--- config.mk ---
export PLATFORM = sky130hd
export DESIGN_NAME = can_bit_destuffer_flat
export DESIGN_NICKNAME = d
export VERILOG_FILES = /design/src/rtl/can_bit_destuffer_if.sv /design/src/rtl/can_bit_destuffer.sv /design/src/flat_wrapper.sv
export SDC_FILE = /design/constraint.sdc
export NUM_CORES = 1
export LEC_CHECK = 0
export ABC_AREA = 1
export CAP_MARGIN = 20
export CORE_UTILIZATION = 35
export CTS_CLUSTER_DIAMETER = 60
export DETAILED_ROUTE_END_ITERATION = 16
export PLACE_DENSITY = 0.65
export SYNTH_ARGS = -nofsm -noshare
export SYNTH_HDL_FRONTEND = slang
export SYNTH_SLANG_ARGS = --single-unit
--- constraint.sdc ---
create_clock -name clock -period 2.07 [get_ports clock]
set_input_delay 0.414 -clock clock [delete_from_list [all_inputs] [get_ports clock]]
set_output_delay 0.414 -clock clock [all_outputs]
set_load 0.1 [all_outputs]
--- src/rtl/can_bit_destuffer_if.sv ---
// Bit-stream link between the sample-point logic and the CAN destuffer.
// The master drives the sampled bits; the slave returns destuffed data and stuff status.
interface can_bit_destuffer_if #(
    parameter int CNT_W = 8
);
    logic             SP;
    logic             RX;
    logic             STF_EN;
    logic             BIT_OUT;
    logic             BIT_VALID;
    logic             F_STF;
    logic [CNT_W-1:0] STF_CNT;

    modport master (
        output SP, RX, STF_EN,
        input  BIT_OUT, BIT_VALID, F_STF, STF_CNT
    );

    modport slave (
        input  SP, RX, STF_EN,
        output BIT_OUT, BIT_VALID, F_STF, STF_CNT
    );
endinterface

--- src/rtl/can_bit_destuffer.sv ---
// CAN receive-side bit destuffer: tracks runs of equal bits and flags the stuff bit that follows.
// Stuff bits are counted and dropped; every other sampled bit is forwarded with a one-clock strobe.
module can_bit_destuffer #(
    parameter int MAX_RUN = 5,
    parameter int CNT_W   = 8
) (
    input  logic                 clock,
    input  logic                 reset,
    can_bit_destuffer_if.slave   bus
);
    localparam logic [2:0] RUN_LIMIT = 3'(MAX_RUN);

    logic             last_bit;
    logic [2:0]       run_cnt;
    logic [2:0]       run_next;
    logic             bit_out;
    logic             bit_valid;
    logic             f_stf;
    logic [CNT_W-1:0] stf_cnt;

    // A run of zero means "no run in progress", so the next bit always starts fresh.
    always_comb begin
        run_next = 3'd1;
        if (run_cnt != 3'd0 && bus.RX == last_bit)
            run_next = run_cnt + 3'd1;
    end

    always_ff @(posedge clock or negedge reset) begin
        if (!reset) begin
            last_bit  <= 1'b1;
            run_cnt   <= 3'd0;
            bit_out   <= 1'b1;
            bit_valid <= 1'b0;
            f_stf     <= 1'b0;
            stf_cnt   <= '0;
        end else begin
            bit_valid <= 1'b0;
            if (bus.SP) begin
                if (f_stf) begin
                    // Stuff bit: consumed even if it violates, and it seeds the next run.
                    f_stf    <= 1'b0;
                    last_bit <= bus.RX;
                    run_cnt  <= 3'd1;
                    if (stf_cnt != '1)
                        stf_cnt <= stf_cnt + CNT_W'(1);
                end else if (bus.STF_EN) begin
                    bit_out   <= bus.RX;
                    bit_valid <= 1'b1;
                    last_bit  <= bus.RX;
                    if (run_next == RUN_LIMIT) begin
                        f_stf   <= 1'b1;
                        run_cnt <= 3'd0;
                    end else begin
                        run_cnt <= run_next;
                    end
                end else begin
                    bit_out   <= bus.RX;
                    bit_valid <= 1'b1;
                    last_bit  <= bus.RX;
                    run_cnt   <= 3'd0;
                end
            end
        end
    end

    assign bus.BIT_OUT   = bit_out;
    assign bus.BIT_VALID = bit_valid;
    assign bus.F_STF     = f_stf;
    assign bus.STF_CNT   = stf_cnt;
endmodule

--- src/flat_wrapper.sv ---
// flat-port wrapper written by rule: the top's interface ports become plain ports
module can_bit_destuffer_flat 
#(
    parameter int MAX_RUN = 5,
    parameter int CNT_W   = 8
)
  (clock, reset, bus_SP, bus_RX, bus_STF_EN, bus_BIT_OUT, bus_BIT_VALID, bus_F_STF, bus_STF_CNT);
  can_bit_destuffer_if #(.CNT_W(CNT_W)) bus_i ();
  input  logic clock;
  input  logic reset;
  input wire logic [$bits(bus_i.SP)-1:0] bus_SP;
  input wire logic [$bits(bus_i.RX)-1:0] bus_RX;
  input wire logic [$bits(bus_i.STF_EN)-1:0] bus_STF_EN;
  output wire logic [$bits(bus_i.BIT_OUT)-1:0] bus_BIT_OUT;
  output wire logic [$bits(bus_i.BIT_VALID)-1:0] bus_BIT_VALID;
  output wire logic [$bits(bus_i.F_STF)-1:0] bus_F_STF;
  output wire logic [$bits(bus_i.STF_CNT)-1:0] bus_STF_CNT;
  assign bus_i.SP = bus_SP;
  assign bus_i.RX = bus_RX;
  assign bus_i.STF_EN = bus_STF_EN;
  assign bus_BIT_OUT = bus_i.BIT_OUT;
  assign bus_BIT_VALID = bus_i.BIT_VALID;
  assign bus_F_STF = bus_i.F_STF;
  assign bus_STF_CNT = bus_i.STF_CNT;
  can_bit_destuffer #(.MAX_RUN(MAX_RUN), .CNT_W(CNT_W)) u_core (.clock(clock), .reset(reset), .bus(bus_i));
endmodule
== Yosys cells after proc, flatten, opt, wreduce, memory -nomap -nowiden ==
Cells that the tools add are included.
Cells by class
  bitwise gates (word level): 1
  multiplexer cells: 9
  $add $sub $neg: 2
  reductions and logical operators: 4
  equality and inequality tests: 3
Operators with widths (count)
  3-bit two-way mux: 4
  8-bit by 1-bit adder with 8-bit output, second input constant: 1
  8-bit inequality test, second input constant: 1
  1-bit two-way mux: 5
  3-bit by 1-bit adder with 3-bit output, second input constant: 1
  3-bit == test, second input constant: 1
  3-bit AND reduction: 1
  3-bit nonzero test: 1
  2-bit AND reduction: 1
  1-bit == test: 1
  1-bit logical AND: 1
  1-bit inverter: 1
Storage, ports and cells
  flip-flop bits (word level): 15
  word-level logic and storage cells: 25

== Longest topological paths before layout ==
Gate-level depths: netlist of run 1.
  depth after elaboration: 7
  mapped depth: 9

== Worst setup path before layout of run 1 ==
Ideal clock, no wire load.
  path kind: reg2reg
  from: register u_core.stf_cnt[1] (netlist: u_core.bus.STF_CNT[1])
  to: register u_core.stf_cnt[6] (netlist: u_core.bus.STF_CNT[6])
  slack: 0.041 ns
  arrival time: 1.943 ns
  required time: 1.984 ns
  setup time: 0.086 ns
  cell stages (with the launch flop): 8
  period minus slack after synthesis: 2.029 ns
  cell sequence: dfrtp_1 -> ha_1 -> nand3_2 -> nor2_4 -> nand3_2 -> nand3_4 -> nand2_1 -> o21ai_0
Between the ends
  cells in the longest elaborated chain, start to end: 2
  elaborated cells on any way between the ends: 3
  classes of those cells: add/sub: 1; eq/ne: 1; reduce/logical: 1
Ends and longest elaborated chain
  start, declared: line can_bit_destuffer.sv:19  | logic [CNT_W-1:0] stf_cnt;
  start signal, assigned: line can_bit_destuffer.sv:45  | stf_cnt <= stf_cnt + CNT_W'(1);
  branches (longest 2 deep; another with 8-bit by 1-bit adder with 8-bit output)
Parallel ways; which one is timed is not known.
A chain may end at the register's enable or synchronous reset.

== Final worst setup path of run 1 ==
  from: register u_core.stf_cnt[6] (netlist: u_core.bus.STF_CNT[6])
  to: output port bus_STF_CNT[6]
RTL lines
  end, declared: line flat_wrapper.sv:17  | output wire logic [$bits(bus_i.STF_CNT)-1:0] bus_STF_CNT;
No word-level cell between the ends.

==> results of run 1 <==
logic make-up (layout without fill, tap and decap cells):
| kind of cell | count (synthesis) | count (layout) | share of synthesized area |
|---|---|---|---|
| compound gates | 12 | 12 | 0.07520 |
| xor+xnor | 7 | 7 | 0.08272 |
| buf+inv | 15 | 35 | 0.07218 |
| simple gates | 49 | 49 | 0.2707 |
| flops | 15 | 15 | 0.4541 |
| fa+ha+maj | 3 | 3 | 0.04512 |
cell type report:
class / instances / area [µm²]
Tap cell: 28 / 35.03
Multi-Input combinational cell: 71 / 394.1
Inverter: 14 / 52.55
Clock buffer: 4 / 26.28
Fill cell: 221 / 1197
Timing Repair Buffer: 17 / 150.1
Sequential cell: 15 / 377.9
power breakdown:
part | internal, W | leakage (nW) | switching, W
Clock | 0.0000750 | 0.0150 | 0.000100
Combinational | 0.000117 | 0.299 | 0.000364
Sequential | 0.000337 | 0.190 | 0.0000464
state kept, by name, indices dropped and copies added (netlist names):
name                  flops
u_core.bus.BIT_OUT        1
u_core.bus.STF_CNT        8
u_core.bus.F_STF          1
u_core.bus.BIT_VALID      1
u_core.last_bit           1
u_core.run_cnt            3
worst reg2reg max path, cell delays in order (launching register included):
cell	delay (ns)
dfrtp_1	0.40
inv_1	0.10
ha_1	0.21
nand2_1	0.09
nand2_1	0.05
nor2_1	0.16
nand2_1	0.07
nor2_1	0.13
nand3b_1	0.08
o21ai_0	0.07
layout by cell type, fill, tap and decap left out, drive strengths merged:
master / n
nand3b: 1
xnor2: 3
nand2: 35
inv: 14
dfrtp: 13
o21ai: 8
clkdlybuf4s50: 4
clkbuf: 4
a31oi: 1
nor2: 8
nand3: 4
ha: 3
dfstp: 2
buf: 13
a21oi: 2
xor2: 4
o22ai: 1
nand4: 1
stage by stage:
stage	cells	instance area (µm²)
after floorplan	101	832.0
after global placement	145	1010
after detailed placement	145	1010
after CTS	149	1036
after global routing	149	1036
final	149	1036
per-layer routing:
layer / up-vias / track usage / wire length, µm
met5: - / 0 / 0
met4: 0 / 0.06944 / 25
met3: 4 / 0.06364 / 88
met2: 24 / 0.2400 / 775
met1: 333 / 0.1604 / 709
li1: 353 / - / -
how the worst min path moves through the flow:
stage	slack, ns	endpoint	depth (start not counted)
after detailed placement	0.49	u_core.last_bit	2
after global placement	0.49	u_core.last_bit	2
final	0.43	u_core.bus.STF_CNT[4]	2
after CTS	0.43	u_core.bus.STF_CNT[4]	2
after floorplan	0.12	u_core.bus.BIT_VALID	0
after global routing	0.44	u_core.bus.STF_CNT[4]	2
==> results_dict.tcl, run 1 <==
set metrics [dict create \
    syn_nets 109 \
    drcViolationCount 0 \
    drv_slew 0 \
    synth-seq-area-share 0.4541 \
    gp_congestion 0.7786 \
    p_leak_nw 0.5039 \
    nets 130 \
    clkTransAtPathRegs_ns 0.10 \
    setup_slack_ns 0.5476 \
    grt_usage 0.1461 \
    dr.first_iter.drc_count 14 \
    dr_total_vias 714 \
    drv_cap 0 \
    ys.warnings.count 0 \
    fin_hold_ws_ns 0.4320 \
    netlist_top_cells_count "nand2_1, inv_1, dfrtp_1" \
    cts_sinks 15 \
    slowest_delay_ns 0.48 \
    netlist_area_um2 832.0 \
    avgSynthCellArea_um2 8.238 \
    worstSetupStartpoint "u_core.bus.STF_CNT[6]" \
    finalSetupViolCount 0 \
    setup-tns-final_ns 0 \
    synth_edf_count 0 \
    yosysTopAreaCellShare 0.3910 \
    diodes 0 \
    rr_worst_depth 9 \
    endpoint "bus_STF_CNT[6]" \
    crit_chain "buf_4" \
    antenna_found_initial 0 \
    grt_overflow 0 \
    cp_num_buf_inv 1 \
    antenna_left 0 \
    cts_buffers 3 \
    finalHoldViolations 0 \
    cts_root_buf "clkbuf_4" \
    rows 17 \
    outcome "complete, no violations" \
    drt_wl_total_mm 1.599 \
    skew_ns 0.004892 \
    synth_top_cell_by_area "dfrtp_1" \
    r2r_slack_ns 0.62 \
    synthTopCellsByArea "dfrtp_1, nand2_1, dfstp_2" \
    critPathTopFamily "flip-flops" \
    dp_slack_ns 0.3798 \
    coreArea_um2 2233 \
    tightestPinTransition_ns 0.4387 \
    power_w 0.001040 \
    hold_class "input pin to asynchronous set/reset pin" \
    critical_path_arrival_ns 1.11 \
    syn_to_final_growth_pct 24.51 \
    grt_pass1_vias 634 \
    slowest_stage "dfrtp_1" \
    via_per_inst 4.792 \
    h-tree-depth 1 \
    start_util 0.3725 \
    rr_startpoint "u_core.run_cnt[0]" \
    dieArea_um2 2576 \
    slew_headroom 0.7062 \
    rsz0062_at_grt "false" \
    r2r-end "u_core.bus.F_STF" \
    ios 16 \
    critPathLaunchType "register" \
    finalCriticalPeriod_ns 1.522 \
    post_cts_buffers 0 \
    synthFlopType "dfrtp_1" \
    syn_inst 101 \
    ir_worst_vdd_mv 0.7059 \
    powerDensity_nw_per_um2 1004 \
    wl_per_cell_um 10.73 \
    portBuffers 15 \
    cp_max_fo 6 \
    post_cts_resized 0 \
    crit_path_end_kind "output pin" \
    drive_gt1_frac 0.1901 \
    final_core_util 0.4639 \
    synth_most_common_cell "nand2_1" \
    cp.depth 1 \
    clockBufferDepth 2 \
    async_flop_share 1.000 \
    die_y_um 50.76 \
    dieWidth_um 50.76 \
    post-dp-hpwl_mm 1.195 \
    hold_buffers 0 \
    cts_tree "built" \
    post-route-period-util 0.7355 \
    grt_max_degree 16 \
    ys_ff_latch 15 \
    critPathRequiredTime_ns 1.66 \
    firstDrtPassIters 4 \
    grt_pass1_wl_mm 2.642 \
    worstSetupPathType "register to output pin" \
    fmax_ghz 0.6569 \
    synth_cell_type_count 21 \
    clk_latency_ns 0.29 \
]
Power figures use the tool's default switching activity.
==> inputs of run 2 (changes only) <==
Clock period 2.07 ns to 1.5 ns, I/O delays scaled along.
==> results_dict.tcl, run 2 (synthesis gave the netlist of run 1 again) <==
set metrics [dict create \
    grt_usage 0.1467 \
    rows 17 \
    cp.depth 9 \
    drv_cap 0 \
    drive_gt1_frac 0.3566 \
    drv_slew 0 \
    power_w 0.001660 \
    ir_worst_vdd_mv 0.9095 \
    register_area_um2 394.1 \
    clkTransAtPathRegs_ns 0.11 \
    grt_pass1_vias 660 \
    largest_reg_flops 8 \
    finalCriticalPeriod_ns 1.426 \
    crit_chain "inv_2 > ha_2 > nand2_1 > nand2_1 > nor2_2 > nand2_1 > nor2_2 > nand3b_1 > o21ai_1" \
    fmax_ghz 0.7011 \
    critical_path_arrival_ns 1.64 \
    outcome "complete, no violations" \
    drt_wl_total_mm 1.695 \
    ios 16 \
    grt_pass1_wl_mm 2.773 \
    slew_headroom 0.8325 \
    worstSetupStartpoint "u_core.run_cnt[0]" \
    layout_commonest_cell "nand2_1" \
    dieArea_um2 2576 \
    cts_tree "built" \
    placed_cells 151 \
    setup-tns-final_ns 0 \
    r2r_slack_ns 0.07 \
    finish.instance_area_um2 1261 \
    worstSetupPathType "register to register" \
    drcViolationCount 0 \
    dieWidth_um 50.76 \
    post-dp-hpwl_mm 1.282 \
    firstDrtPassIters 4 \
    finalSetupViolCount 0 \
    cts_buffers 3 \
    rr_worst_depth 9 \
    portBuffers 15 \
    gp_congestion 0.7967 \
    cp_num_buf_inv 1 \
    fillers 214 \
    dr.first_iter.drc_count 11 \
    endpoint "u_core.bus.F_STF" \
    crit_path_end_kind "register" \
    critPathTopFamily "simple AND/OR/NAND/NOR gates" \
    h-tree-depth 1 \
    dr_total_vias 734 \
    cp_common_cell "nand2_1" \
    slowest_delay_ns 0.42 \
    hold_class "input pin to asynchronous set/reset pin" \
    die_y_um 50.76 \
    cp_max_fo 4 \
    r2r-end "u_core.bus.F_STF" \
    skew_ns 0.006163 \
    wl_per_cell_um 10.80 \
    post-route-period-util 0.9509 \
    postPlaceCellArea_um2 1209 \
    clk_latency_ns 0.29 \
    coreArea_um2 2233 \
    mostFrequentLayoutCells "nand2_1, inv_1, buf_12, buf_4, dfrtp_2" \
    grt_max_degree 16 \
    antenna_found_initial 0 \
    slowest_stage "dfrtp_1" \
    multiInputGateArea_um2 414.1 \
    final_core_util 0.5647 \
    cts_root_buf "clkbuf_4" \
    start_util 0.3725 \
    hold_buffers 0 \
    finalHoldViolations 0 \
    layout.cells.non_filler 157 \
    via_per_inst 4.675 \
    diodes 0 \
    grt_overflow 0 \
    critPathRequiredTime_ns 1.71 \
    cts_sinks 15 \
    clockBufferDepth 2 \
    antenna_left 0 \
    powerDensity_nw_per_um2 1316 \
    nets 138 \
    critPathLaunchType "register" \
    tightestPinTransition_ns 0.2503 \
    syn_to_final_growth_pct 51.58 \
    p_leak_nw 0.5599 \
    rr_startpoint "u_core.run_cnt[0]" \
]
[run 2: changes by cell type in the layout (fill, tap and decap cells not counted), sizes merged]
cell / before / now
buf: 13 / 21
clkinvlp: 0 / 1
clkbuf: 4 / 3
[run 2: through the flow]
step	hold WS (ns)	worst slack, ns
after floorplan	0.004409	0.01836
after global placement	0.4882	-0.01586
after detailed placement	0.4899	-0.09648
after CTS	0.3252	0.01918
after global routing	0.3213	-0.03805
final	0.3188	0.07366
[run 2: report_power, final]
part           switching (W)  internal, W  total, W
logic               0.000513     0.000314  0.000827
clock network       0.000147     0.000101  0.000249
registers          0.0000978     0.000486  0.000584
[run 2: cell type report]
cell class,instances,area share
Clock inverter,1,0.005952
Sequential cell,15,0.3125
Multi-Input combinational cell,71,0.3284
Inverter,14,0.04167
Tap cell,28,0.02778
Timing Repair Buffer,25,0.2659
Clock buffer,3,0.01786
[run 2: worst min-delay path by stage]
stage / to / start / cells after the start / slack, ns
2_1_floorplan: u_core.bus.BIT_VALID / reset / 0 / 0.004
3_3_place_gp: u_core.last_bit / u_core.last_bit / 2 / 0.49
3_5_place_dp: u_core.last_bit / u_core.last_bit / 2 / 0.49
4_1_cts: u_core.bus.STF_CNT[4] / reset / 2 / 0.33
5_1_grt: u_core.bus.STF_CNT[4] / reset / 2 / 0.32
6_report: u_core.bus.STF_CNT[4] / reset / 2 / 0.32
[run 2: repair_timing]
| action | in CTS | in global routing |
|---|---|---|
| setup endpoints to repair | 0 | 2 |
| setup buffers | 0 | 2 |
| resized for setup | 0 | 5 |
[run 2: metal layers]
layer / up-vias / wire length (µm) / GRT usage
li1: 372 / - / -
met1: 345 / 721 / 0.1717
met2: 15 / 910 / 0.2556
met3: 2 / 44 / 0.02727
met4: 0 / 19 / 0.06944
met5: - / 0 / 0
==> inputs of run 3 (changes only) <==
Settings changed: CAP_MARGIN 20 to not set, HOLD_SLACK_MARGIN set to 0.08.
==> results of run 3 <==
Final layout, timing and power as in run 2 (identical DEF).
